===== config.mk =====
export PLATFORM = sky130hd
export DESIGN_NAME = app_1ch_behav
export DESIGN_NICKNAME = d
export VERILOG_FILES = /design/src/rtl/app_1ch_behav.sv
export SDC_FILE = /design/constraint.sdc
export NUM_CORES = 1
export LEC_CHECK = 0
export ABC_AREA = 1
export CORE_MARGIN = 2
export CORE_UTILIZATION = 63
export CTS_CLUSTER_SIZE = 20
export DETAILED_ROUTE_END_ITERATION = 16
export GPL_ROUTABILITY_DRIVEN = 0
export PLACE_DENSITY_LB_ADDON = 0.08
export SLEW_MARGIN = 20
export SYNTH_ARGS = -nofsm -noshare
export SYNTH_HDL_FRONTEND = slang
export SYNTH_SLANG_ARGS = --single-unit

===== constraint.sdc =====
create_clock -name clk -period 11.6 [get_ports clk]
set_input_delay 1.74 -clock clk [delete_from_list [all_inputs] [get_ports clk]]
set_output_delay 1.74 -clock clk [all_outputs]
set_load 0.02 [all_outputs]

===== src/rtl/app_1ch_behav.sv =====
// Single-channel photon detector model: LFSR hit source, threshold trigger, windowed
// integration and dead time. Optional pileup flag enabled by macro APP_PILEUP_FLAG_EN.
module app_1ch_behav #(
  parameter logic [8:0]  RATE         = 9'd16,
  parameter logic [7:0]  THRESH       = 8'd32,
  parameter int          INTEG_CYCLES = 8,
  parameter int          DEAD_CYCLES  = 4,
  parameter logic [15:0] LFSR_SEED    = 16'hACE1
) (
  input  logic        clk,
  input  logic        rst_init,
  output logic        event_valid,
  output logic [15:0] event_time,
  output logic [11:0] event_amp,
  output logic [15:0] photon_count,
  output logic        pileup,
  output logic        busy
);

  localparam logic [15:0] SEED       = (LFSR_SEED == 16'h0) ? 16'hACE1 : LFSR_SEED;
  localparam logic [3:0]  INTEG_LAST = 4'(INTEG_CYCLES - 1);
  localparam logic [7:0]  DEAD_LEN   = (DEAD_CYCLES < 1) ? 8'd1 : 8'(DEAD_CYCLES);

  typedef enum logic [1:0] {IDLE, INTEG, DEAD} state_t;

  state_t      state;
  state_t      state_next;
  logic [15:0] ts;
  logic [15:0] lfsr;
  logic [15:0] pend_time;
  logic [15:0] fire_time;
  logic [12:0] acc;
  logic [12:0] acc_in;
  logic [13:0] acc_sum;
  logic [11:0] amp_sat;
  logic [3:0]  integ_cnt;
  logic [7:0]  dead_cnt;
  logic        hit;
  logic [7:0]  sample;
  logic        trigger;
  logic        start;
  logic        fire;

  assign hit       = ({1'b0, lfsr[7:0]} < RATE);
  assign sample    = hit ? lfsr[15:8] : 8'd0;
  assign trigger   = hit && (sample >= THRESH);
  // The trigger sample opens a fresh sum; later window cycles add onto acc.
  assign acc_in    = (state == IDLE) ? 13'd0 : acc;
  assign acc_sum   = {1'b0, acc_in} + {6'd0, sample};
  assign amp_sat   = (acc_sum > 14'd4095) ? 12'hFFF : acc_sum[11:0];
  assign fire_time = (state == IDLE) ? ts : pend_time;
  assign busy      = (state != IDLE);

  always_ff @(posedge clk or posedge rst_init) begin
    if (rst_init) begin
      state <= IDLE;
    end else begin
      state <= state_next;
    end
  end

  // DEAD opens with the event-presentation cycle, followed by the ignore window.
  always_comb begin
    state_next = state;
    start      = 1'b0;
    fire       = 1'b0;
    unique case (state)
      IDLE: begin
        if (trigger) begin
          start = 1'b1;
          if (INTEG_CYCLES == 1) begin
            fire       = 1'b1;
            state_next = DEAD;
          end else begin
            state_next = INTEG;
          end
        end
      end
      INTEG: begin
        if (integ_cnt == INTEG_LAST) begin
          fire       = 1'b1;
          state_next = DEAD;
        end
      end
      DEAD: begin
        if (dead_cnt == DEAD_LEN) begin
          state_next = IDLE;
        end
      end
      default: state_next = IDLE;
    endcase
  end

  always_ff @(posedge clk or posedge rst_init) begin
    if (rst_init) begin
      ts           <= 16'd0;
      lfsr         <= SEED;
      pend_time    <= 16'd0;
      acc          <= 13'd0;
      integ_cnt    <= 4'd0;
      dead_cnt     <= 8'd0;
      event_valid  <= 1'b0;
      event_time   <= 16'd0;
      event_amp    <= 12'd0;
      photon_count <= 16'd0;
    end else begin
      ts          <= ts + 16'd1;
      lfsr        <= {1'b0, lfsr[15:1]} ^ (lfsr[0] ? 16'hB400 : 16'h0000);
      event_valid <= fire;
      if (start) begin
        pend_time <= ts;
      end
      if (start || (state == INTEG)) begin
        acc <= acc_sum[12:0];
      end
      if (start) begin
        integ_cnt <= 4'd1;
      end else if (state == INTEG) begin
        integ_cnt <= integ_cnt + 4'd1;
      end
      if (fire) begin
        dead_cnt <= 8'd0;
      end else if (state == DEAD) begin
        dead_cnt <= dead_cnt + 8'd1;
      end
      if (fire) begin
        event_time <= fire_time;
        event_amp  <= amp_sat;
        if (photon_count != 16'hFFFF) begin
          photon_count <= photon_count + 16'd1;
        end
      end
    end
  end

`ifdef APP_PILEUP_FLAG_EN
  logic [4:0] hit_cnt;
  logic [4:0] hit_total;

  assign hit_total = (state == IDLE) ? 5'd1 : (hit_cnt + {4'd0, hit});

  always_ff @(posedge clk or posedge rst_init) begin
    if (rst_init) begin
      hit_cnt <= 5'd0;
      pileup  <= 1'b0;
    end else begin
      if (start || (state == INTEG)) begin
        hit_cnt <= hit_total;
      end
      if (fire) begin
        pileup <= (hit_total > 5'd1);
      end
    end
  end
`else
  assign pileup = 1'b0;
`endif

endmodule


==> results of run 1 <==
## final timing paths
kind / start / endpoint / slack (ns)
worst max-delay path: state[1]$_DFFE_PP0P_ / busy / 7.47
worst min-delay path: lfsr[1]$_DFF_PP0_ / lfsr[0]$_DFF_PP1_ / 0.35
worst max register to register: state[1]$_DFFE_PP0P_ / event_amp[9]$_DFFE_PP0P_ / 8.52
worst min register to register: lfsr[1]$_DFF_PP0_ / lfsr[0]$_DFF_PP1_ / 0.35
max in group asynchronous: rst_init / acc[12]$_DFFE_PP0P_ / 8.96
min in group asynchronous: rst_init / photon_count[2]$_DFFE_PP0P_ / 1.57
## cells by family (layout without fill, tap and decap cells)
logic type / Yosys count / after routing / synth area share
simple gates: 287 / 287 / 0.240
flops: 120 / 120 / 0.515
buf+inv: 99 / 165 / 0.0716
compound gates: 78 / 78 / 0.0836
xor+xnor: 40 / 40 / 0.0599
fa+ha+maj: 13 / 13 / 0.0291
other cells: 1 / 1 / 0.000641
## sequential cells by signal, summed over array words and instances, names as in the netlist
register and cells:
integ_cnt 4, event_time 16, dead_cnt 8, acc 13, pend_time 16, state 2
ts 16, lfsr 16, event_amp 12, event_valid 1, photon_count 16
## metal layers
layer  vias up  share of wire
met2       139           0.52
met4         0          0.012
li1       2145              -
met3        18          0.047
met1      2162           0.42
met5         -              0
## Yosys cell counts (8+ instances only)
| cell | n |
|---|---|
| a31oi_1 | 20 |
| inv_1 | 78 |
| o21ai_0 | 33 |
| nand2_1 | 136 |
| dfstp_2 | 8 |
| dfrtp_1 | 112 |
| ha_1 | 12 |
| o21bai_2 | 8 |
| xor2_1 | 31 |
| nand3_1 | 12 |
| nand4_1 | 16 |
| nand3_2 | 10 |
| nor2_1 | 75 |
| xnor2_1 | 9 |
## final cells by class
type / count / area [sq um]
fillers: 640 / 2130
clock inverters: 15 / 183
well taps: 111 / 139
clock buffers: 17 / 414
inverters: 83 / 315
repair buffers: 50 / 497
flip-flops and latches: 120 / 3010
multi-input cells: 419 / 2420
## power breakdown
part / internal, uW / switching, uW / total (uW)
Sequential: 419 / 0 / 419
Combinational: 0.693 / 8.06 / 8.76
Clock: 315 / 212 / 527
Total: 735 / 220 / 955
## through the flow
step	util	std cells	hold slack, ns	power (uW)	setup WS, ns
detailed placement	0.701	783	0.339	436	7.99
finish	0.766	815	0.354	955	7.47
CTS	0.766	815	0.361	962	7.47
floorplan	-	638	0.331	433	6.69
global placement	0.701	783	0.340	435	8.02
global route	0.766	815	0.360	982	7.40
==> qor.txt, run 1 <==
CTS sink count: 120
post-cts resize count: 0
Die Ht: 100 um
final instance area: 6980 sq um
M2 GR Usage: 0.458
R2R depth: 15
Routed WL: 12,400 um
Final Max Tran Viols: 0
TNS Setup: 0 ns
WP depth: 4
Avg Cell Area, Syn: 9.17 sq um
synthesis-stage register bit count: 120
GRT met3 Usage: 0.0592
GRT overflow: 0
Peak VDD IR: 91.0 uV
Critical Path End Type: primary output
area leader, netlist: dfrtp_1
busiest grt layer: met2
share of layout cells above drive strength 1: 0.143
GR Util All Layers: 0.272
Die Span X: 100 um
most common cell after layout, fill and taps aside: nand2_1
leading cell types in the layout, fill and taps excluded: nand2_1, dfrtp_1, inv_1
antenna violations before repair: 0
Setup Skew: 0.00756 ns
Ant. Diodes: 0
DR WL/cell: 15.2 um
Placed Area: 6380 sq um
Hold Vio Cnt, Final: 0
Hold Crit Class: reg -> reg
DRC viols: 0
total CTS buffers: 17
area grow syn2layout: 19.3%
Seq/Total Area, Yosys: 0.515
global-route wire length before repair: 21,500 um
Post-CTS Hold Fix Bufs: 0
CP Cell Sequence: nor2_2 -> buf_4 -> inv_2 -> clkdlybuf4s50_1
Detail Placement HPWL: 8040 um
max incr delay on CP: 0.71 ns
M1 GR Usage: 0.345
Worst Hold Depth: 0
vias per std cell: 5.48
syn nets: 653
DRC violation total after the first TritonRoute iteration: 314
Row Count: 35
main flop type after synthesis: dfrtp_1
worst slew pin tran: 0.771 ns
Max Root-Sink Buffers: 2
DRT Pass-1 Iters: 7
CP max-delay cell: clkdlybuf4s50_1
f_max: 242 MHz
top cells by area, synth: dfrtp_1, nand2_1, inv_1
Worst setup SP type: register
Synth Cell Area: 5850 sq um
critical path buffer and inverter count: 3
CTS tree: built
ANT nets after route: 0
Final setup viols: 0
number of buffers added on ports: 47
top-area cell type share of the netlist area: 0.479
number of global-route vias before repair: 4,638
Post-synth ARST share: 1.00
outcome: complete, no violations
Via Count: 4,464
post-synth cell types: 41
RSZ-0062 raised after global routing: no
Final period util: 0.356
Arr. time, crit path: 2.39 ns
Synth Warn #: 0
Worst Path Required: 9.86 ns
family with the most delay on the worst path: buffers and inverters
critical path fanouts, max: 30
P_leak: 0.00343 uW
die area: 10,100 sq um
Mapped Cells: 638
pin count of the biggest net entering global routing: 90
Worst slew margin: 0.486
max_cap viols: 0
Post-synth EDFFs: 0
Clk Latency, worst-skew pair: 0.52 ns
Top Ports: 49
Worst-path clk slew: 0.06 ns
kind of critical path: reg -> out
Post-CTS Repair Setup Buffers: 0
Starting Density: 0.643
CTS H-tree lvls: 4
fin nets: 706
PwrDens: 137 nW/um^2
Tmin final: 4.13 ns
Placeable Area: 9110 sq um
clock tree root buffer cell: clkbuf_8
(Power assumes the default switching activity.)
==> run 2, diff against run 1 <==
--- a/config.mk
+++ b/config.mk
@@ -7,7 +7,7 @@
 export LEC_CHECK = 0
 export ABC_AREA = 1
 export CORE_MARGIN = 2
-export CORE_UTILIZATION = 63
+export CORE_UTILIZATION = 58
 export CTS_CLUSTER_SIZE = 20
 export DETAILED_ROUTE_END_ITERATION = 16
 export GPL_ROUTABILITY_DRIVEN = 0
==> constraint.sdc (replaced) <==
create_clock -name clk -period 4 [get_ports clk]
set_input_delay 0.6 -clock clk [delete_from_list [all_inputs] [get_ports clk]]
set_output_delay 0.6 -clock clk [all_outputs]
set_load 0.02 [all_outputs]
==> qor.txt, run 2 (synthesized netlist as in run 1, its figures left out) <==
outcome: complete, no violations (unchanged)
GRT met3 Usage: 0.0583 (was 0.0592)
Routed WL: 12,700 um (was 12,400 um)
CP Cell Sequence: nor2_2 -> buf_4 -> inv_2 -> clkdlybuf4s50_1 (unchanged)
DR WL/cell: 15.1 um (was 15.2 um)
clock tree root buffer cell: clkbuf_8 (unchanged)
Die Ht: 104 um (was 100 um)
share of layout cells above drive strength 1: 0.143 (unchanged)
kind of critical path: reg -> out (unchanged)
Final setup viols: 0 (unchanged)
Worst setup SP type: register (unchanged)
Final Max Tran Viols: 0 (unchanged)
Logic pwr share: 0.010 (was 0.009)
PwrDens: 398 nW/um^2 (was 137 nW/um^2)
Post-CTS Repair Setup Buffers: 0 (unchanged)
Peak VDD IR: 358 uV (was 91.0 uV)
max_cap viols: 0 (unchanged)
busiest grt layer: met2 (unchanged)
M1 GR Usage: 0.337 (was 0.345)
Sequential Power Share: 0.434 (was 0.439)
antenna violations before repair: 0 (unchanged)
TNS Setup: 0 ns (unchanged)
f_max: 315 MHz
Critical Path End Type: primary output (unchanged)
Ant. Diodes: 0 (unchanged)
FF-to-FF Start: state[1]$_DFFE_PP0P_ (unchanged)
Via Count: 4,431 (was 4,464)
fin nets: 706 (unchanged)
final core occ: 0.719 (was 0.766)
Sw Ratio: 0.212 (was 0.231)
Clock Power Share: 0.556 (was 0.552)
Worst-path clk slew: 0.06 ns (about the same)
R2R depth: 14 (was 15)
vias per std cell: 5.29 (was 5.48)
Max Root-Sink Buffers: 2 (unchanged)
number of global-route vias before repair: 4,552 (was 4,638)
CTS sink count: 120 (unchanged)
CTS tree: built (unchanged)
Internal: 2210 uW (was 735 uW)
r2r endpoint: event_amp[10]$_DFFE_PP0P_ (was event_amp[9]$_DFFE_PP0P_)
area grow syn2layout: 20.1% (was 19.3%)
Top Ports: 49 (unchanged)
Psw: 593 uW (was 220 uW)
fin cells: 837 (was 815)
CTS H-tree lvls: 4 (unchanged)
register-to-register setup slack: 1.24 ns (was 8.52 ns)
Row Count: 36 (was 35)
Hold Crit Class: reg -> reg (unchanged)
Starting Density: 0.599 (was 0.643)
CP max-delay cell: clkdlybuf4s50_1 (unchanged)
Post-Place Setup Slack: 1.30 ns (was 7.99 ns)
worst slew pin tran: 0.832 ns (was 0.771 ns)
leading cell types in the layout, fill and taps excluded: nand2_1, dfrtp_1, inv_1 (unchanged)
RSZ-0062 raised after global routing: no (unchanged)
die area: 10,900 sq um (was 10,100 sq um)
Clk Latency, worst-skew pair: 0.53 ns (was 0.52 ns)
Post-CTS Hold Fix Bufs: 0 (unchanged)
total CTS buffers: 17 (unchanged)
max incr delay on CP: 0.63 ns (was 0.71 ns)
Final period util: 0.793
DRC viols: 0 (unchanged)
final instance area: 7030 sq um (was 6980 sq um)
Worst Path Required: 3.40 ns (was 9.86 ns)
Placed Area: 6420 sq um (was 6380 sq um)
post-cts resize count: 0 (unchanged)
global-route wire length before repair: 21,800 um (was 21,500 um)
Setup Skew: 0.00732 ns (was 0.00756 ns)
most common cell after layout, fill and taps aside: nand2_1 (unchanged)
Detail Placement HPWL: 8330 um (was 8040 um)
pin count of the biggest net entering global routing: 69 (was 90)
Die Span X: 104 um (was 100 um)
P_leak: 0.00343 uW (about the same)
ANT nets after route: 0 (unchanged)
Setup WS post-layout: 0.827 ns (was 7.47 ns)
hold_sp: lfsr[2]$_DFF_PP0_ (was lfsr[1]$_DFF_PP0_)
M2 GR Usage: 0.408 (was 0.458)
Arr. time, crit path: 2.57 ns (was 2.39 ns)
Worst Hold Depth: 0 (unchanged)
Tmin final: 3.17 ns
number of buffers added on ports: 47 (unchanged)
critical path fanouts, max: 22 (was 30)
hold endpoint: lfsr[1]$_DFF_PP0_ (was lfsr[0]$_DFF_PP1_)
DRC violation total after the first TritonRoute iteration: 216 (was 314)
GR Util All Layers: 0.254 (was 0.272)
Placed Instances: 805 (was 783)
Placeable Area: 9770 sq um (was 9110 sq um)
DRT Pass-1 Iters: 5 (was 7)
Worst slew margin: 0.446 (was 0.486)
Hold Vio Cnt, Final: 0 (unchanged)
GRT overflow: 0 (unchanged)
==> run 2: cell type report <==
cell class / count / area (sq um)
inverters: 83 / 315
flip-flops and latches: 120 / 3010
multi-input cells: 419 / 2420
well taps: 133 / 166
clock inverters: 13 / 169
repair buffers: 50 / 505
clock buffers: 19 / 442
fillers: 743 / 2740
==> run 2: layer usage <==
layer,part of all wire,vias to the layer above
li1,-,2144
met1,0.44,2155
met2,0.49,111
met3,0.049,21
met4,0.018,0
met5,0,-
==> run 2: power by group through the flow <==
stage | logic, uW | registers (uW) | clock network, uW
finish | 27.0 | 1210 | 1560
global route | 32.2 | 1210 | 1630
CTS | 29.3 | 1210 | 1580
detailed placement | 29.3 | 1240 | 0
global placement | 28.6 | 1240 | 0
floorplan | 19.1 | 1240 | 0
==> run 2: per-stage QoR <==
| stage | hold WS (ns) | total power [uW] |
|---|---|---|
| floorplan | 0.331 | 1260 |
| global placement | 0.334 | 1260 |
| detailed placement | 0.343 | 1270 |
| CTS | 0.362 | 2820 |
| global route | 0.374 | 2880 |
| finish | 0.357 | 2800 |
==> run 2: worst max-delay path: cells and delay by family (launching register included) <==
kind | cells | cell delay (ns)
simple gates | 1 | 0.31
buf+inv | 3 | 1.32
flops | 1 | 0.42
==> run 2: worst max-delay path by stage <==
stage / cells past startpoint / start / end
after detailed placement: 14 / state[1]$_DFFE_PP0P_ / event_amp[1]$_DFFE_PP0P_
after global placement: 15 / lfsr[6]$_DFF_PP1_ / event_amp[5]$_DFFE_PP0P_
after floorplan: 1 / rst_init / acc[0]$_DFFE_PP0P_
final: 4 / state[1]$_DFFE_PP0P_ / busy
after global routing: 4 / state[1]$_DFFE_PP0P_ / busy
after CTS: 4 / state[1]$_DFFE_PP0P_ / busy
